$ cat config.mk
export PLATFORM = sky130hd
export DESIGN_NAME = uart_tx_scheduler
export DESIGN_NICKNAME = d
export VERILOG_FILES = /design/src/rtl/uart_pkg.sv /design/src/rtl/uart_rr_arbiter.sv /design/src/rtl/uart_tx_scheduler.sv
export SDC_FILE = /design/constraint.sdc
export NUM_CORES = 1
export LEC_CHECK = 0
export CAP_MARGIN = 30
export CORE_ASPECT_RATIO = 1.25
export CORE_MARGIN = 2
export CORE_UTILIZATION = 32
export CTS_BUF_LIST = sky130_fd_sc_hd__clkbuf_4 sky130_fd_sc_hd__clkbuf_8 sky130_fd_sc_hd__clkbuf_16
export CTS_CLUSTER_SIZE = 8
export DETAILED_ROUTE_END_ITERATION = 12
export GPL_ROUTABILITY_DRIVEN = 0
export PLACE_DENSITY_LB_ADDON = 0.05
export SYNTH_ARGS = -nofsm -noshare
export SYNTH_HDL_FRONTEND = slang
export SYNTH_SLANG_ARGS = --single-unit
$ cat constraint.sdc
create_clock -name clk -period 9.2 [get_ports clk]
set_input_delay 0.92 -clock clk [delete_from_list [all_inputs] [get_ports clk]]
set_output_delay 0.92 -clock clk [all_outputs]
set_load 0.02 [all_outputs]
$ cat src/rtl/uart_pkg.sv
// uart_pkg
// Shared types and constants for the UART transmit scheduler slice.
//   CFG_W         : width of one requester's frame configuration field
//   uart_cfg_t    : packed frame configuration {parity_en, two_stop_bits, word_length}
//   sched_state_e : scheduler FSM states
//   WL_5..WL_8    : word-length encodings understood by the transmitter
//   CFG_RESET     : configuration presented to the transmitter out of reset
package uart_pkg;

    localparam int CFG_W = 4;

    localparam logic [1:0] WL_5 = 2'b00;
    localparam logic [1:0] WL_6 = 2'b01;
    localparam logic [1:0] WL_7 = 2'b10;
    localparam logic [1:0] WL_8 = 2'b11;

    typedef struct packed {
        logic       parity_en;
        logic       two_stop_bits;
        logic [1:0] word_length;
    } uart_cfg_t;

    typedef enum logic [2:0] {
        S_IDLE,
        S_START,
        S_WAIT_BUSY,
        S_WAIT_DONE,
        S_GAP
    } sched_state_e;

    // The transmitter idles in 8-bit, no parity, one stop bit.
    localparam uart_cfg_t CFG_RESET = '{parity_en: 1'b0, two_stop_bits: 1'b0, word_length: WL_8};

endpackage

$ cat src/rtl/uart_rr_arbiter.sv
// uart_rr_arbiter
// Purely combinational round-robin arbiter. The search starts at ptr and
// wraps, so the requester at ptr has highest priority this cycle.
//   req   : request vector, one bit per requester
//   ptr   : requester index where the search starts (must be < N)
//   grant : one-hot grant, all zero when nothing is requested
//   idx   : encoded index of the granted requester (0 when none)
module uart_rr_arbiter
    import uart_pkg::*;
#(
    parameter  int N  = 4,
    localparam int IW = $clog2(N)
) (
    input  logic [N-1:0]  req,
    input  logic [IW-1:0] ptr,
    output logic [N-1:0]  grant,
    output logic [IW-1:0] idx
);

    logic          found;
    logic [IW:0]   sum;
    logic [IW-1:0] cand;

    // Walk the requesters starting at ptr; the first active one wins. The
    // extra bit on sum lets ptr+k exceed N-1 before being folded back, which
    // keeps the wrap correct for non-power-of-two N.
    always_comb begin
        grant = '0;
        idx   = '0;
        found = 1'b0;
        sum   = '0;
        cand  = '0;
        for (int k = 0; k < N; k++) begin
            sum = {1'b0, ptr} + (IW+1)'(k);
            if (sum >= (IW+1)'(N)) begin
                sum = sum - (IW+1)'(N);
            end
            cand = sum[IW-1:0];
            if (!found && req[cand]) begin
                found       = 1'b1;
                grant[cand] = 1'b1;
                idx         = cand;
            end
        end
    end

endmodule

$ cat src/rtl/uart_tx_scheduler.sv
// uart_tx_scheduler
// Shares one UART transmitter between NUM_REQ requesters with round-robin
// arbitration. Latches the winner's data and frame configuration, pulses the
// transmitter start, then follows tx_busy until the frame completes.
//   clk, rst          : clock, synchronous active-high reset
//   req_valid/ready   : per-requester handshake (ready is one-hot, IDLE only)
//   req_data, req_cfg : packed per-requester data and {parity, 2stop, wlen}
//   tx_*              : held data/config and start pulse to the transmitter
//   tx_busy           : transmitter busy flag
//   active_id         : requester currently being served
//   sched_busy        : high whenever the FSM is not in IDLE
//   frame_done        : one-cycle pulse at frame completion
//   err_timeout       : one-cycle pulse when the start is never acknowledged
// Optional feature macro: UART_TX_SCHED_TIMEOUT_EN adds a watchdog on the
// start acknowledge; without it err_timeout is constant 0.
module uart_tx_scheduler
    import uart_pkg::*;
#(
    parameter  int NUM_REQ        = 4,
    parameter  int DATA_WIDTH     = 8,
    parameter  int GAP_CYCLES     = 0,
    parameter  int TIMEOUT_CYCLES = 16,
    localparam int ID_W           = $clog2(NUM_REQ)
) (
    input  logic                          clk,
    input  logic                          rst,
    input  logic [NUM_REQ-1:0]            req_valid,
    output logic [NUM_REQ-1:0]            req_ready,
    input  logic [NUM_REQ*DATA_WIDTH-1:0] req_data,
    input  logic [NUM_REQ*CFG_W-1:0]      req_cfg,
    output logic [DATA_WIDTH-1:0]         tx_data,
    output logic                          tx_start,
    output logic                          tx_parity_en,
    output logic                          tx_two_stop_bits,
    output logic [1:0]                    tx_word_length,
    input  logic                          tx_busy,
    output logic [ID_W-1:0]               active_id,
    output logic                          sched_busy,
    output logic                          frame_done,
    output logic                          err_timeout
);

    localparam int GAP_W = (GAP_CYCLES > 0) ? $clog2(GAP_CYCLES + 1) : 1;

    sched_state_e          state_q;
    logic [ID_W-1:0]       rrPtr_q;
    logic [ID_W-1:0]       activeId_q;
    logic [DATA_WIDTH-1:0] txData_q;
    uart_cfg_t             txCfg_q;
    logic                  txStart_q;
    logic                  frameDone_q;
    logic [GAP_W-1:0]      gapCnt_q;

    logic [NUM_REQ-1:0]    grantOh;
    logic [ID_W-1:0]       winIdx;
    logic [ID_W-1:0]       rrPtr_d;
    logic [DATA_WIDTH-1:0] winData;
    uart_cfg_t             winCfg;
    logic                  accept;

`ifdef UART_TX_SCHED_TIMEOUT_EN
    localparam int TO_W = $clog2(TIMEOUT_CYCLES + 1);
    logic [TO_W-1:0] toCnt_q;
    logic            errTimeout_q;
    assign err_timeout = errTimeout_q;
`else
    assign err_timeout = 1'b0;
`endif

    uart_rr_arbiter #(.N(NUM_REQ)) u_arb (
        .req   (req_valid),
        .ptr   (rrPtr_q),
        .grant (grantOh),
        .idx   (winIdx)
    );

    // Select the winner's data and configuration slices, and work out where
    // the next search should start (one past the winner, wrapping).
    always_comb begin
        winData = '0;
        winCfg  = '0;
        for (int i = 0; i < NUM_REQ; i++) begin
            if (winIdx == ID_W'(i)) begin
                winData = req_data[i*DATA_WIDTH +: DATA_WIDTH];
                winCfg  = req_cfg[i*CFG_W +: CFG_W];
            end
        end
        rrPtr_d = (winIdx == ID_W'(NUM_REQ - 1)) ? '0 : winIdx + ID_W'(1);
    end

    // Grants only happen in IDLE with an idle transmitter. A busy line in
    // IDLE (stale or driven by someone else) holds everyone off, and ready
    // is forced low while reset is asserted.
    always_comb begin
        accept    = !rst && (state_q == S_IDLE) && !tx_busy && (|req_valid);
        req_ready = accept ? grantOh : '0;
    end

    // Main scheduler FSM. tx_start, frame_done and err_timeout are single-
    // cycle registered pulses, cleared by default every clock. Data and
    // config registers only load on acceptance, so they stay frozen for the
    // whole frame. WAIT_DONE spends one extra cycle to present frame_done
    // before leaving, so a new grant never coincides with frame_done.
    always_ff @(posedge clk) begin
        if (rst) begin
            state_q      <= S_IDLE;
            rrPtr_q      <= '0;
            activeId_q   <= '0;
            txData_q     <= '0;
            txCfg_q      <= CFG_RESET;
            txStart_q    <= 1'b0;
            frameDone_q  <= 1'b0;
            gapCnt_q     <= '0;
`ifdef UART_TX_SCHED_TIMEOUT_EN
            toCnt_q      <= '0;
            errTimeout_q <= 1'b0;
`endif
        end else begin
            txStart_q    <= 1'b0;
            frameDone_q  <= 1'b0;
`ifdef UART_TX_SCHED_TIMEOUT_EN
            errTimeout_q <= 1'b0;
`endif
            unique case (state_q)
                S_IDLE: begin
                    if (accept) begin
                        txData_q   <= winData;
                        txCfg_q    <= winCfg;
                        activeId_q <= winIdx;
                        rrPtr_q    <= rrPtr_d;
                        txStart_q  <= 1'b1;
                        state_q    <= S_START;
                    end
                end
                S_START: begin
`ifdef UART_TX_SCHED_TIMEOUT_EN
                    toCnt_q <= '0;
`endif
                    state_q <= S_WAIT_BUSY;
                end
                S_WAIT_BUSY: begin
`ifdef UART_TX_SCHED_TIMEOUT_EN
                    if (tx_busy) begin
                        state_q <= S_WAIT_DONE;
                    end else if (toCnt_q == TO_W'(TIMEOUT_CYCLES - 1)) begin
                        errTimeout_q <= 1'b1;
                        state_q      <= S_IDLE;
                    end else begin
                        toCnt_q <= toCnt_q + TO_W'(1);
                    end
`else
                    if (tx_busy) begin
                        state_q <= S_WAIT_DONE;
                    end
`endif
                end
                S_WAIT_DONE: begin
                    if (frameDone_q) begin
                        if (GAP_CYCLES > 0) begin
                            gapCnt_q <= '0;
                            state_q  <= S_GAP;
                        end else begin
                            state_q  <= S_IDLE;
                        end
                    end else if (!tx_busy) begin
                        frameDone_q <= 1'b1;
                    end
                end
                S_GAP: begin
                    if (gapCnt_q == GAP_W'(GAP_CYCLES - 1)) begin
                        state_q <= S_IDLE;
                    end else begin
                        gapCnt_q <= gapCnt_q + GAP_W'(1);
                    end
                end
                default: state_q <= S_IDLE;
            endcase
        end
    end

    assign tx_data          = txData_q;
    assign tx_start         = txStart_q;
    assign tx_parity_en     = txCfg_q.parity_en;
    assign tx_two_stop_bits = txCfg_q.two_stop_bits;
    assign tx_word_length   = txCfg_q.word_length;
    assign active_id        = activeId_q;
    assign sched_busy       = (state_q != S_IDLE);
    assign frame_done       = frameDone_q;

endmodule
# Word level (Yosys, flattened, before mapping)
# Cells that the tools add are included.
# W data, S select, Z words.
[totals] wordCells=119 in_bits=55 ramBits=0 memories=0 output_inout_bits=22 ff_bits=22 rom_bits=0 latchBits=0
[classes] n_reduce_logical=23 shifts=0 div_mod_pow=0 n_bitwise=5 eq_ne=11 muxes=49 addsub=9 mul=0 n_lt_le_gt_ge=12
[op_table] operator="$mux W4" n=9
[op_table] operator="$mux W8" n=4
[op_table] operator="$mux W2" n=9
[op_table] operator="$pmux W3 S5" n=1
[op_table] operator="$mux W1" n=14
[op_table] operator="$lt A2 B3 Y1 const B" n=4
[op_table] operator="$mux W3" n=4
[op_table] operator="$or A4 B4 Y4" n=3
[op_table] operator="$logic_and A1 B1 Y1" n=10
[op_table] operator="$ge A3 B3 Y1 const B" n=3
[op_table] operator="$bmux W1 S2" n=4
[op_table] operator="$demux W1 S2" n=4
[op_table] operator="$ge A2 B1 Y1 const B" n=4
[op_table] operator="$ne A2 B2 Y1 const B" n=4
[op_table] operator="$sub A2 B1 Y2 const B" n=4
[op_table] operator="$add A2 B2 Y3 const B" n=2
[op_table] operator="$eq A3 B2 Y1 const B" n=2
[op_table] operator="$logic_not A1 Y1" n=5
[op_table] operator="$eq A2 B2 Y1 const B" n=2
[op_table] operator="$reduce_and A4 Y1" n=1
[op_table] operator="$reduce_or A4 Y1" n=1
[op_table] operator="$add A2 B1 Y3 const B" n=1
[op_table] operator="$eq A3 B1 Y1 const B" n=1
[op_table] operator="$eq A3 B3 Y1 const B" n=1
[op_table] operator="11 further kinds" n=12

# Logic depth before layout (Yosys ltp)
[depth] depth_word=19 mapped_depth=17

# By module
# Synthesis repeated with hierarchy kept, for this count alone.
[hier_totals] hier_cells=192 hier_area_um2=1692.9
[by_module_without_submodules] mod="uart_tx_scheduler" area_each_um2=1253.7 seq_area_each_um2=400.4 n_inst=1 cells_each=144
[by_module_without_submodules] mod="uart_rr_arbiter" area_each_um2=439.2 seq_area_each_um2=0.0 n_inst=1 cells_each=48

# Worst setup path before layout
# Ideal clock, no wire load.
[synth_timing] kind="reg2reg" start="reg rrPtr_q[0]" end="reg txData_q[7] (netlist: tx_data[7])" path_buffers=4 t_arrival_ps=3181 path_stages_with_launch=16 slack_ps=5889 cell_sequence="dfxtp_1 buf_6 inv_1 ha_1 clkbuf_1 mux4_2 o21ai_0 o211ai_1 o21a_1 ha_1 clkbuf_1 buf_2 a221oi_1 nor3_1 a211oi_1 nor3_1"
[synth_between] elab_chain_cells=19 elab_cells_between_ends=44 cone_classes="add/sub (7); order compare (4); eq/ne (3); mux (23); reduce/logical (7)"
[synth_lines] element="start: declaration" line_no="uart_tx_scheduler.sv:46" rtl="logic [ID_W-1:0] rrPtr_q;"
[synth_lines] element="start signal: assignment" line_no="uart_tx_scheduler.sv:130" rtl="rrPtr_q <= rrPtr_d;"
[synth_lines] element="parallel branches: the longest is 13 deep, another holds $add A2 B1 Y3"
[synth_lines] element="$mux W2 (*)" line_no="uart_rr_arbiter.sv:39" rtl="if (!found && req[cand]) begin"
[synth_lines] element="$logic_not A2 Y1" line_no="uart_tx_scheduler.sv:83" rtl="if (winIdx == ID_W'(i)) begin"
[synth_lines] element="$mux W8 (3 in series)" line_no="uart_tx_scheduler.sv:83"
[synth_lines] element="$mux W8 (*)" line_no="uart_tx_scheduler.sv:83"
[synth_lines] element="end signal: assignment" line_no="uart_tx_scheduler.sv:127" rtl="txData_q <= winData;"
[synth_lines] element="end: declaration" line_no="uart_tx_scheduler.sv:48" rtl="logic [DATA_WIDTH-1:0] txData_q;"
# Mark *: on every way between the ends. The select of a mux whose other input is x is not followed.
# A chain may end at the register's enable or synchronous reset.

# Worst setup path in the final report
[layout_timing] start="in req_valid[3]" end="out req_ready[2]"
[layout_between] elab_chain_cells=13 elab_cells_between_ends=27 cone_classes="mux (16); bitwise (3); reduce/logical (8)"
[layout_lines] element="start: declaration" line_no="uart_tx_scheduler.sv:27" rtl="input logic [NUM_REQ-1:0] req_valid,"
[layout_lines] element="$bmux W1 S2" line_no="uart_rr_arbiter.sv:39"
[layout_lines] element="$mux W1 (implied by the code)" line_no="uart_rr_arbiter.sv:39"
[layout_lines] element="$mux W1" line_no="uart_rr_arbiter.sv:39"
[layout_lines] element="$logic_not A1 Y1" line_no="uart_rr_arbiter.sv:39"
[layout_lines] element="$logic_and A1 B1 Y1" line_no="uart_rr_arbiter.sv:39"
[layout_lines] element="$mux W1" line_no="uart_rr_arbiter.sv:39"
[layout_lines] element="$logic_not A1 Y1" line_no="uart_rr_arbiter.sv:39"
[layout_lines] element="$logic_and A1 B1 Y1" line_no="uart_rr_arbiter.sv:39"
[layout_lines] element="$mux W1" line_no="uart_rr_arbiter.sv:39"
[layout_lines] element="$logic_not A1 Y1" line_no="uart_rr_arbiter.sv:39"
[layout_lines] element="$logic_and A1 B1 Y1" line_no="uart_rr_arbiter.sv:39"
[layout_lines] element="$mux W4" line_no="uart_rr_arbiter.sv:39"
[layout_lines] element="$mux W4 (*)" line_no="uart_tx_scheduler.sv:96" rtl="req_ready = accept ? grantOh : '0;"
[layout_lines] element="end: declaration" line_no="uart_tx_scheduler.sv:28" rtl="output logic [NUM_REQ-1:0] req_ready,"
# Every way passes the cells marked *; elsewhere a longest branch is shown, timed or not. The select of a mux whose other input is x is not followed.

==> out/qor.yml <==
status: "finished clean"
num_rows: 29
dp_hpwl_um: 3483
synth_area_um2: 1687
syn2layout_area_growth_pct: 47.18
swShare_pct: 47.59
cts-root-buf: "clkbuf_8"
synth_compound_area_share_pct: 27.08
comb_power_share_pct: 73.4
worst_path_max_delay_cell: "clkinv_1"
worstReg2RegStart: "rrPtr_q[0]"
r2r_slack_ns: 5.28
min-delay-start: "tx_data[5]"
cts_resized: 0
ir_drop_mv: 0.1182
max_freq_mhz: 207.0
drtIter0Drc: 39
finalWorstSetupSlack_ns: 4.368
power.switching_uw: 380.8
first_pass_iters: 4
utilization_pct: 48.87
clock-sinks: 20
drtAntennaViolNets: 0
synthMuxAreaShare_pct: 7.864
grt_pass1_wl_um: 7465
setup-violations-final: 0
p_leak_nw: 0.8893
start_kind: "input port"
syn_nets: 276
critPathBufInv: 3
ff2ff_path_depth: 12
internal-power_uw: 419.4
synth_seq_area_share_pct: 23.74
route.detailed.drc: 0
power_frac_seq_pct: 18.4
clkPwrFrac_pct: 8.2
vias: 1730
cp-end-kind: "primary output"
cp_max_fo: 22
whs_path_depth: 2
nets: 337
layout_min_cycle_time_ns: 4.832
drive_above_1_share_pct: 5.263
io_pins: 77
powerDensity_nw_per_um2: 322.3
hp-class: "reg -> reg"
ys_async_sr_fraction_pct: 0
routed_wl_um: 4555
track_usage_pct: 16.13
coreArea_um2: 5080
ctsHoldBuffers: 0
period_share_pct: 52.52
whs_endpoint: "tx_data[5]"
antenna_found_initial: 0
io_buffers: 75
hold_violations: 0
clk_pin_slew_worst_paths_ns: 0.07
max_slew_margin_pct: 43.38
ys_ff_latch: 20
worstPathArrival_ns: 3.91
max_stage_delay_ns: 0.59
total_power_uw: 800.2
fp.dieArea_um2: 5871
maxSlewViolCount: 0
path_cells: "clkdlybuf4s50_1 -> nor4_1 -> nor3_1 -> nand2_1 -> clkinv_1 -> o21ai_0 -> o2bb2ai_1 -> clkdlybuf4s50_1"
overflow: 0
start_util_pct: 33.20
diodes: 0
synthFlopType: "dfxtp_1"
synth_xor_area_share_pct: 0
ys_types: 36
cp_common_cell: "clkdlybuf4s50_1"
critPathTopFamily: "buffers and inverters"
yosys_warnings: 0
cts_tree: "built"
skew_ns: 0.001659
worst-setup-path-type: "in -> out"
synthSimpleGateAreaFrac_pct: 22.77
die_w_um: 68.94
rsz0062_at_grt: "no"
synth_top_family_by_area: "compound AO/OA/AOI/OAI gates"
cts_made_buffers: 3
avgSynthCellArea_um2: 8.187
dieHeight_um: 85.17
cts_setup_buffers: 0
r2r_end: "tx_data[7]"
final.setup.tns_ns: 0
dp_slack_ns: 4.276
synth_cells: 206
vias_per_cell: 5.274
wl_per_cell_um: 13.89
synth_edf_count: 0
worst_pin_slew_ns: 0.8492
holdWs_ns: 0.4944
ctsLongestPathBuffers: 2
clock_latency_ns: 0.25
crit_required_ns: 8.28
cap_violations: 0
grt_pass1_vias: 1750
synth_adder_area_share_pct: 11.13
grt_max_degree: 26
cts.htree.levels: 1
worst max-delay path by stage:
stage,startpoint,to,slack [ns],cells past startpoint
finish,req_valid[3],req_ready[2],4.37,8
global route,rst,req_ready[2],4.03,7
CTS,rst,req_ready[2],4.30,7
detailed placement,rst,req_ready[2],4.28,7
global placement,rst,req_ready[1],4.37,7
floorplan,rrPtr_q[0],tx_data[7],5.89,15
layer usage:
layer	wire, um	GRT usage (%)	part of all wire (%)
met5	0	0	0
met4	40	4.635	0.88
met3	263	2.520	5.8
met2	2220	27.36	49
met1	2031	20.67	45
registers in the layout (all words and copies together) (netlist names):
name,flops
frame_done,1
state_q,2
tx_word_length,2
tx_parity_en,1
rrPtr_q,2
tx_start,1
tx_data,8
tx_two_stop_bits,1
active_id,2
cells in the final DEF, fill, tap and decap left out, drive strengths merged, types with 4 or more instances in the layout:
cell / n
clkdlybuf4s50: 75
nor2b: 21
dfxtp: 20
a21oi: 15
a221oi: 15
ha: 15
nor3: 14
o21ai: 14
nor2: 11
nand3b: 10
inv: 8
nand2: 7
a211oi: 5
mux4: 4
o2bb2ai: 4
clkbuf: 4
o211ai: 4
worst reg2reg max path, cell delays in order (launching register included):
cell      delay, ns
dfxtp_1        0.66
inv_1          0.28
ha_1           0.53
mux4_2         0.37
o21ai_0        0.10
o211ai_1       0.16
o21a_1         0.20
ha_1           0.64
nor2b_1        0.15
a221oi_1       0.32
nor3_1         0.09
a211oi_1       0.20
nor3_1         0.08
power groups by stage:
stage	Clock (mW)	Combinational [mW]	Sequential (mW)
5_1_grt	0.0720	0.652	0.153
4_1_cts	0.0679	0.592	0.148
2_1_floorplan	0	0.413	0.162
6_report	0.0659	0.587	0.147
3_3_place_gp	0	0.594	0.149
3_5_place_dp	0	0.592	0.150
through the flow:
| stage | instance area (um^2) | cells |
|---|---|---|
| after floorplan | 1687 | 206 |
| after global placement | 2427 | 324 |
| after detailed placement | 2427 | 324 |
| after CTS | 2482 | 328 |
| after global routing | 2482 | 328 |
| final | 2482 | 328 |
cells by family after synthesis:
| kind of cell | Yosys count |
|---|---|
| buffers and inverters | 28 |
| other | 1 |
| and+or+nand+nor | 68 |
| muxes | 8 |
| AOI/OAI and AO/OA | 66 |
| adders and majority gates | 15 |
| DFF | 20 |
Yosys cell counts, types with 5 or more instances:
library cell / number / area [um^2]
dfxtp_1: 20 / 400.4
nor2b_1: 20 / 125.1
a21oi_1: 15 / 75.07
a221oi_1: 15 / 131.4
ha_1: 15 / 187.7
nor3_1: 14 / 70.07
clkbuf_1: 13 / 48.80
o21ai_0: 13 / 65.06
nor2_1: 11 / 41.29
nand3b_1: 10 / 75.07
inv_1: 7 / 26.28
nand2_1: 7 / 26.28
a211oi_1: 5 / 37.54
layout make-up:
cell class	instances	area, um^2
multi-input cells	158	1165
fillers	518	2597
inverters	9	33.78
well taps	62	77.57
repair buffers	75	750.7
flip-flops and latches	20	400.4
clock buffers	4	55.05
Power figures use the tool's default switching activity.
